--- config.mk ---
export PLATFORM = sky130hd
export DESIGN_NAME = pc_sequencer
export DESIGN_NICKNAME = d
export VERILOG_FILES = /design/src/rtl/pc_sequencer.sv
export SDC_FILE = /design/constraint.sdc
export NUM_CORES = 1
export LEC_CHECK = 0
export CAP_MARGIN = 10
export CORE_AREA = 4 4 75 77
export DETAILED_ROUTE_END_ITERATION = 12
export DIE_AREA = 0 0 79 81
export PLACE_DENSITY_LB_ADDON = 0.3
export SYNTH_ARGS = -nofsm -noshare
export SYNTH_HDL_FRONTEND = slang
export SYNTH_SLANG_ARGS = --single-unit
--- constraint.sdc ---
create_clock -name sys_clock -period 2.1 [get_ports sys_clock]
set_input_delay 0.315 -clock sys_clock [delete_from_list [all_inputs] [get_ports sys_clock]]
set_output_delay 0.315 -clock sys_clock [all_outputs]
set_load 0.01 [all_outputs]
--- src/rtl/pc_sequencer.sv ---
// rtl/pc_sequencer.sv - program counter update sequencer (increment, jump, branch, vectors)
module pc_sequencer (
    input  logic        sys_clock,
    input  logic        reset,
    input  logic        clk_ph2_enable,
    input  logic [7:0]  pc_lo,
    input  logic [7:0]  pc_hi,
    input  logic [7:0]  data_in,
    input  logic        cmd_valid,
    input  logic [2:0]  cmd,
    input  logic [7:0]  branch_offset,
    input  logic        branch_taken,
    output logic        cmd_ready,
    output logic        done,
    output logic        page_cross,
    output logic        pc_inc_en,
    output logic        pcl_hold,
    output logic        pch_hold,
    output logic        adl_load,
    output logic        adh_load,
    output logic [7:0]  adl_out,
    output logic [7:0]  adh_out,
    output logic [15:0] mem_addr,
    output logic        mem_rd
);

    typedef enum logic [2:0] {
        BOOT, IDLE, JMP_LO, JMP_HI, BR_FIX, VEC_LO, VEC_HI
    } state_t;

    state_t      state, state_nxt, state_dec;
    logic [7:0]  temp, temp_nxt;
    logic [15:0] vec, vec_nxt;
    logic        fix_dir, fix_dir_nxt;
    logic        done_raw, cross_raw;
    logic [8:0]  br_sum;
    logic        br_cross;
    logic [15:0] cmd_vec;

    assign br_sum   = {1'b0, pc_lo} + {1'b0, branch_offset};
    assign br_cross = branch_offset[7] ^ br_sum[8];
    assign cmd_vec  = (cmd == 3'd4) ? 16'hFFFA : (cmd == 3'd5) ? 16'hFFFE : 16'hFFFC;

    // While reset is held the outputs already look like BOOT, so an aborted
    // command can neither pulse done nor disturb the counter.
    assign state_dec = reset ? state : BOOT;

    always_ff @(posedge sys_clock) begin
        if (!reset) begin
            state   <= BOOT;
            temp    <= 8'h00;
            vec     <= 16'hFFFC;
            fix_dir <= 1'b0;
        end else if (clk_ph2_enable) begin
            state   <= state_nxt;
            temp    <= temp_nxt;
            vec     <= vec_nxt;
            fix_dir <= fix_dir_nxt;
        end
    end

    always_comb begin
        state_nxt   = state;
        temp_nxt    = temp;
        vec_nxt     = vec;
        fix_dir_nxt = fix_dir;
        cmd_ready   = 1'b0;
        done_raw    = 1'b0;
        cross_raw   = 1'b0;
        pc_inc_en   = 1'b0;
        pcl_hold    = 1'b1;
        pch_hold    = 1'b1;
        adl_load    = 1'b0;
        adh_load    = 1'b0;
        adl_out     = 8'h00;
        adh_out     = 8'h00;
        mem_addr    = 16'h0000;
        mem_rd      = 1'b0;
        case (state_dec)
            BOOT: begin
                mem_addr  = 16'hFFFC;
                mem_rd    = 1'b1;
                vec_nxt   = 16'hFFFC;
                state_nxt = VEC_LO;
            end
            IDLE: begin
                cmd_ready = 1'b1;
                if (cmd_valid) begin
                    case (cmd)
                        3'd0: begin
                            pc_inc_en = 1'b1;
                            done_raw  = 1'b1;
                        end
                        3'd1: begin
                            mem_addr  = {pc_hi, pc_lo};
                            mem_rd    = 1'b1;
                            pc_inc_en = 1'b1;
                            state_nxt = JMP_LO;
                        end
                        3'd2: begin
                            if (branch_taken) begin
                                adl_out  = br_sum[7:0];
                                adl_load = 1'b1;
                                pcl_hold = 1'b0;
                                if (br_cross) begin
                                    fix_dir_nxt = branch_offset[7];
                                    state_nxt   = BR_FIX;
                                end else begin
                                    done_raw = 1'b1;
                                end
                            end else begin
                                done_raw = 1'b1;
                            end
                        end
                        3'd3, 3'd4, 3'd5: begin
                            vec_nxt   = cmd_vec;
                            mem_addr  = cmd_vec;
                            mem_rd    = 1'b1;
                            state_nxt = VEC_LO;
                        end
                        default: done_raw = 1'b1;
                    endcase
                end
            end
            JMP_LO: begin
                temp_nxt  = data_in;
                mem_addr  = {pc_hi, pc_lo};
                mem_rd    = 1'b1;
                pc_inc_en = 1'b1;
                state_nxt = JMP_HI;
            end
            JMP_HI, VEC_HI: begin
                adl_out   = temp;
                adh_out   = data_in;
                adl_load  = 1'b1;
                adh_load  = 1'b1;
                pcl_hold  = 1'b0;
                pch_hold  = 1'b0;
                done_raw  = 1'b1;
                state_nxt = IDLE;
            end
            BR_FIX: begin
                adh_out   = fix_dir ? (pc_hi - 8'd1) : (pc_hi + 8'd1);
                adh_load  = 1'b1;
                pch_hold  = 1'b0;
                cross_raw = 1'b1;
                done_raw  = 1'b1;
                state_nxt = IDLE;
            end
            VEC_LO: begin
                temp_nxt  = data_in;
                mem_addr  = vec + 16'd1;
                mem_rd    = 1'b1;
                state_nxt = VEC_HI;
            end
            default: state_nxt = BOOT;
        endcase
    end

    assign done       = done_raw & clk_ph2_enable;
    assign page_cross = cross_raw & clk_ph2_enable;

endmodule

# After elaboration in Yosys (flattened, before gate mapping)
# Index checks and enable logic that the tools add are counted.
[op_classes]
add_sub_neg = 4
mul = 0
div = 0
n_lt_le_gt_ge = 0
n_eq_ne = 16
n_shift = 0
mux = 43
bitwise = 3
reduce_logical = 14
[op_table]
columns = ["cell", "count"]
rows = [
  ["16-bit case mux with 2 select lines", 2],
  ["16-bit case mux with 4 select lines", 1],
  ["16-bit 2-to-1 mux", 3],
  ["8-bit 2-to-1 mux", 4],
  ["8-bit case mux with 2 select lines", 2],
  ["1-bit 2-to-1 mux", 17],
  ["16-bit by 1-bit adder with 16-bit output (second input constant)", 1],
  ["3-bit == test (second input constant)", 5],
  ["3-bit 2-to-1 mux", 5],
  ["3-bit case mux with 5 select lines", 1],
  ["3-bit by 2-bit == test with 1-bit output (second input constant)", 4],
  ["1-bit case mux with 2 select lines", 6],
  ["8-bit by 8-bit adder with 9-bit output", 1],
  ["3-bit case mux with 3 select lines", 1],
  ["3-bit OR reduction", 3],
  ["8-bit by 1-bit adder with 8-bit output (second input constant)", 1],
  ["8-bit by 1-bit subtractor with 8-bit output (second input constant)", 1],
  ["3-bit by 1-bit == test with 1-bit output (second input constant)", 2],
  ["3-bit zero test", 2],
  ["3-bit inequality test (second input constant)", 2],
  ["6-bit AND reduction", 1],
  ["2-bit OR reduction", 3],
  ["5-bit AND reduction", 1],
  ["4-bit by 2-bit inequality test with 1-bit output (second input constant)", 1],
  ["other kinds (9)", 10],
]
[word_totals]
ff_bits = 28
latchBits = 0
ram_bits = 0
rom_bits = 0
input_bits = 40
elab_cells = 84
n_memories = 0

# Logic depth before layout (Yosys ltp)
[logic_depth]
word_depth = 8
mapped_depth = 8
ltp_nobuf = 8

# Worst setup path before layout
# Ideal clock, no wire load.
[synth_timing]
kind = "input-to-output"
from = "input pc_lo[0]"
to = "output done"
arrival_time_ns = 1.807
t_required_ns = 1.785
setup_slack_ns = -0.022
path_stages = 8
path_cell_list = "ha_1 inv_1 fa_1 nor2b_1 o31ai_2 o2bb2ai_2 xor2_2 o311a_1"
[synth_via]
elab_chain_cells = 8
[synth_rtl]
columns = ["item", "line_no", "rtl"]
rows = [
  ["start: declaration", "6", "input logic [7:0] pc_lo,"],
  ["8-bit by 8-bit adder with 9-bit output", "40", "assign br_sum = {1'b0, pc_lo} + {1'b0, branch_offset};"],
  ["1-bit XOR", "41", "assign br_cross = branch_offset[7] ^ br_sum[8];"],
  ["1-bit 2-to-1 mux", "105", "if (br_cross) begin"],
  ["1-bit 2-to-1 mux", "101", "if (branch_taken) begin"],
  ["1-bit case mux with 2 select lines", "89", "case (cmd)"],
  ["1-bit 2-to-1 mux", "88", "if (cmd_valid) begin"],
  ["1-bit case mux with 2 select lines", "79", "case (state_dec)"],
  ["1-bit bitwise AND", "160", "assign done = done_raw & clk_ph2_enable;"],
  ["end: declaration", "14", "output logic done,"],
]
# Every way passes these cells.

# Worst setup path in the final report
# Same ends and word-level chain as after synthesis.

==> flow_summary.toml <==
[clock_network]
clock-sinks = 14
cts_made_buffers = 3
cts-hold-fix-buffers = 0
cts-root-buf = "clkbuf_8"
cts_buffer_depth = 2
cts.reportedPaths.clkPinSlew_ps = 60
clkLatencyLatePin_ps = 250
cts_tree = "built"
cts-htree-levels = 1

[timing]
fin_crit_sh_pct = 109
slew_headroom_pct = 77.9
final_max_slew_viol_count = 0
hold_viol = 0
rsz0062_at_grt = "yes"
postLayoutSetupSlackWorst_ps = -196
fin_skew_ps = 2.00
min_period_ps = 2300
fmax_mhz = 436
tightest_slew_ps = 330
setup_viol_count_final = 6

[synthesis]
ys.flop_type = "dfxtp_1"
avgSynthCellArea_sq_um = 7.68
ys_types = 57
synth_enable_flop_cells = 0
synth_seq_area_share_pct = 14.3
yosysWarnings = 0
syn_inst = 255
synthArstFlopShare_pct = 0
yosysTopAreaCellShare_pct = 14.3
synth_seq_cells = 14
synth_area_sq_um = 1960
syn_nets = 311
yosys-top-cells-area = "dfxtp_1, ha_1, a21o_1"
yosys.area.top_type = "dfxtp_1"

[setup_path]
crit_arrival_ps = 1980
start_kind = "input pin"
r2r_setup_slack_ps = 310
end_kind = "output pin"
crit_required_ps = 1780
slowest_delay_ps = 370
crit_start = "pc_lo[0]"
path_buf_inv = 3
path_cells = "buf_8 > ha_4 > inv_2 > fa_2 > nor2b_4 > o31ai_4 > o2bb2ai_4 > xor2_2 > o311a_1 > buf_2"
crit_type = "in2out"
cp_top_family = "compound AO/OA/AOI/OAI gates"
r2r-start = "state[2]$_SDFFE_PN0P_"
cpMaxStageDelayCell = "o311a_1"
crit_fanout = 2

[layout]
final_layout_size_suffix_gt1_share_pct = 50.1
antenna-diode-count = 0
multi_input_area_sq_um = 1910
instances_no_fill = 489
seqCellArea_sq_um = 292
area_growth_pct = 92.7
nFillCells = 359
final_nets = 476

[worst_hold_path]
hp-class = "reg2reg"
hold_path.startpoint = "vec[1]$_SDFFE_PN0P_"

[floorplanning]
ios = 81
die_area_sq_um = 6400
rows = 26
die_width_um = 79
die_height_um = 81
initial_core_util_pct = 39.1
coreArea_sq_um = 5010

[global_routing]
track_usage_pct = 24.8
grt_pass1_wl_um = 12700
grt_max_degree = 15
grt_pass1_vias = 2808
overflow = 0
grt_antenna_before_repair = 0

[placed_design]
pre_cts_ws_ps = -1000
dp.cells = 465
hpwlAfterDp_um = 5840
port_buffers = 80
gp_congestion = 0.890

[run_status]
status = "finished with violations"
violations = "setup timing"

[routing]
wl_um = 8870
vias_per_cell = 5.54
route.detailed.drc = 0
drt-pass1-iter-count = 5
via_count = 2710
initialDrtViolationCount = 204
postRouteAntennaNets = 0
routedWlPerCell_um = 18.1

[power]
peakVddDrop_v = 0.000225
p_leak_nw = 1.71
power.density_nw_per_um2 = 377

[run]
maxCapViolations = 0
cell families after synthesis:
group | after synthesis | share of synthesized area [%]
adder cells (fa/ha/maj) | 16 | 11.0
flip-flops | 14 | 14.3
AO/OA/AOI/OAI | 100 | 35.1
multiplexers | 8 | 4.09
XOR/XNOR | 13 | 6.20
AND/OR/NAND/NOR | 82 | 23.7
buffers and inverters | 22 | 5.56
report_power, final:
| part | switching [W] | internal [W] |
|---|---|---|
| clock network | 0.000108 | 0.000167 |
| logic | 0.000403 | 0.000458 |
| registers | 0.0000109 | 0.000274 |
| total | 0.000522 | 0.000899 |
cell type report:
cell class | instances | share of cell area, %
Timing Repair Buffer | 173 | 36.9
Tap cell | 70 | 2.32
Inverter | 9 | 0.895
Clock buffer | 4 | 1.46
Sequential cell | 14 | 7.73
Multi-Input combinational cell | 219 | 50.7
layer usage:
layer / vias up / GRT usage [%] / share of wire, %
met5: - / 0 / 0
met4: 0 / 14.6 / 3.7
met3: 35 / 4.10 / 6.7
met2: 133 / 43.3 / 51
met1: 1288 / 28.6 / 39
li1: 1254 / - / -
cell usage after synthesis (2+ instances only):
cell type	n
o21a_1	9
a22o_1	3
nor3_1	6
inv_1	9
o21ai_0	10
nand2_1	23
nor2_4	2
a21oi_1	15
a31oi_1	5
dfxtp_1	14
nor3b_1	2
xor2_1	7
buf_6	2
o21ai_1	19
ha_1	14
buf_2	6
nor2_1	12
xnor2_1	5
nand4_1	2
fa_1	2
a211oi_1	4
mux2i_1	8
clkbuf_1	4
nand2b_1	3
nor2b_1	15
a21o_1	16
and2_1	4
nand3_1	5
what timing repair did:
action	in CTS	in global routing
endpoints found under the setup margin	42	37
gates resized for setup	220	60
cloned	1	1
pin swaps	46	46
setup buffers	13	6
layout by cell type (no fill, tap or decap), types with 4 or more instances in the layout:
cell type / instances
nor2b_2: 4
clkbuf_2: 17
inv_1: 5
nand2_1: 23
nor2b_1: 10
o21ai_0: 6
buf_4: 81
a31oi_1: 5
a21o_1: 16
buf_2: 25
o21ai_2: 6
nor3_2: 4
xor2_1: 7
a21oi_1: 10
o21a_1: 9
dfxtp_1: 11
ha_4: 11
mux2i_1: 8
a21oi_2: 5
dlygate4sd2_1: 13
o21ai_1: 17
clkdlybuf4s15_1: 4
nor2_1: 10
clkdlybuf4s50_1: 14
clkbuf_8: 4
buf_6: 9
xnor2_1: 5
inv_2: 4
worst reg2reg max path, cell delays in order (launching register included):
cell     delay [ps]
dfxtp_1         330
buf_4           160
buf_4           150
nor2_2          250
a22oi_1         160
nor2_4          300
mux2i_1         260
nor2b_1          70
state kept, by name (all words and copies together), names as in the netlist:
name,cells
fix_dir,1
state,3
temp,8
vec,2
path summary, 6_finish.rpt:
| check | cells after the start | to |
|---|---|---|
| setup reg to reg | 7 | temp[1]$_SDFFE_PN0P_ |
| hold reg to reg | 2 | vec[1]$_SDFFE_PN0P_ |
| hold / removal | 2 | vec[1]$_SDFFE_PN0P_ |
| setup / recovery | 10 | done |
through the flow:
step	power [W]	util (%)	TNS, ps	area (sq um)	hold slack [ps]
2_1_floorplan	0.000629	-	0	1960	424
3_3_place_gp	0.00101	67.1	-22680	3360	435
3_5_place_dp	0.00102	67.1	-23340	3360	438
4_1_cts	0.00135	73.2	-655	3670	448
5_1_grt	0.00149	75.3	-2270	3770	478
6_report	0.00142	75.3	-889	3770	455
Power figures use the tool's default switching activity.
==> RTL change (same flow settings) <==
Encoding of `state_t`: now one-hot (7 bits for 7 states).
--- a/src/rtl/pc_sequencer.sv
+++ b/src/rtl/pc_sequencer.sv
@@ -25,6 +25,6 @@
 );
 
-    typedef enum logic [2:0] {
-        BOOT, IDLE, JMP_LO, JMP_HI, BR_FIX, VEC_LO, VEC_HI
+    typedef enum logic [6:0] {
+        BOOT = 7'b0000001, IDLE = 7'b0000010, JMP_LO = 7'b0000100, JMP_HI = 7'b0001000, BR_FIX = 7'b0010000, VEC_LO = 7'b0100000, VEC_HI = 7'b1000000
     } state_t;
 
Function: same outputs for any inputs over 10 cycles, from zero or initial values and one cycle with reset low; not proved beyond that.
==> RTL change against the original RTL <==
The run still ends with negative setup slack left. Sequential cell count up 4. Register-to-register slack worse by 0.40 ns. Core utilization up 3.3 points. Area after synthesis up 2.2%. Final area up 4.4%. Synthesized cell count unchanged. Total power down 8.4%. Clock power up 8.7%. Sequential share of layout area up 1.7 points. Wire length up 0.15%. Maximum frequency down 3.4%. Setup slack worse by 0.080 ns.
==> RTL change: results (changes against the original RTL) <==
metric;value;unit;change
Hold Path Sink;temp[7]$_SDFFE_PN0P_;;
Power Clock;0.299;mW;+8.7%
Final #Nets;494;;+3.8%
CP max FO;4;;+2
failing checks;negative setup slack;;
starting DRC count in detailed routing;205;;+0.49%
Hold Crit Class;flop to flop;;
# port buffers;80;;unchanged
Seq power;0.355;mW;+25%
CTS Buf Count;3;;unchanged
initial antenna violation count;0;;unchanged
total negative slack;-5.73;ns;-4.84 ns
Synth Flop Type;dfxtp_1;;
Reg-to-Reg End;vec[2]$_SDFFE_PN1P_;;
Min-Delay Startpoint;temp[7]$_SDFFE_PN0P_;;
crit path capture;mem_addr[8];;
Clock Skew;0.0109;ns;+0.00886 ns
first-pass GRT wire length;12800;um;+1.2%
final setup vio count;39;;+33
setup ws final;-0.276;ns;-0.0803 ns
placed insts;468;;+0.65%
synth unique cells;48;;-16%
GRT Residual Overflow;0;;unchanged
post-CTS resize count;259;;+18%
Worst path top cell family by delay;simple AND/OR/NAND/NOR gates;;
sequential area share after synthesis;18.0;%;+3.7 points
pin count of the biggest net entering global routing;23;;+8
vias in the first global route;2825;;+0.61%
Placer Congestion;0.856;;-3.8%
Leak;1.90;nW;+11%
Post-synth top cells;nand2_1, o21ai_0, a21o_1, dfxtp_1, ha_1;;
maximum vdd drop;0.215;mV;-4.5%
WL per Instance;17.5;um;-3.4%
Clock transition at path regs;0.08;ns;+0.02 ns
worst slack at placement;-1.01;ns;-0.00784 ns
layout cells sized above 1;51.0;%;+0.91 points
CP max-delay cell;dfxtp_2;;
total track usage;25.0;%;+0.14 points
Int Power;0.863;mW;-4.0%
placed cell areas;0.00346;mm2;+3.0%
fin cells;507;;+3.7%
start point of the critical path;state[3]$_SDFFE_PN0P_;;
R2R setup slack;-0.09;ns;-0.40 ns
status;finished, violations left;;
Layout fillers;351;;-2.2%
detailed placement HPWL;5530;um;-5.2%
Logic power comb;0.648;mW;-25%
Worst EP arrival;2.06;ns;+0.08 ns
Setup Fix Bufs, Post-CTS;25;;+12
Synth area leaders;dfxtp_1, ha_1, o21ai_0;;
average via count per standard cell;5.51;;-0.53%
biggest regs;temp (8), state (7), vec (2);;
hold_ws;0.528;ns;+0.0728 ns
syn nets;311;;unchanged
Max stage delay on crit path;0.34;ns;-0.03 ns
Worst Max-Slew Pin Slew;0.477;ns;+0.147 ns
==> RTL change: cell families (layout without fill, tap and decap cells) <==
kind of cell | Yosys count | after routing | synth area share [%]
xor gates and xnor gates | 17 | 17 | 7.81
DFF | 18 | 18 | 18.0
buffers and inverters | 19 | 201 | 3.81
AOI/OAI and AO/OA | 80 | 80 | 27.0
muxes | 13 | 13 | 6.75
adders and majority gates | 16 | 16 | 10.8
and+or+nand+nor | 92 | 92 | 25.9
==> RTL change: layer usage <==
metal	track usage [%]	vias up	wire length, um
li1	-	1275	-
met1	26.8	1315	3280
met2	48.1	156	4500
met3	5.10	49	732
met4	8.93	0	370
met5	0	-	0
==> RTL change: area by class of cell <==
type | instances | area (um2) | share of cell area [%]
Clock buffer | 4 | 55.1 | 1.40
Tap cell | 70 | 87.6 | 2.22
Timing Repair Buffer | 185 | 1520 | 38.6
Multi-Input combinational cell | 218 | 1860 | 47.2
Sequential cell | 18 | 370 | 9.40
Inverter | 12 | 45.0 | 1.14
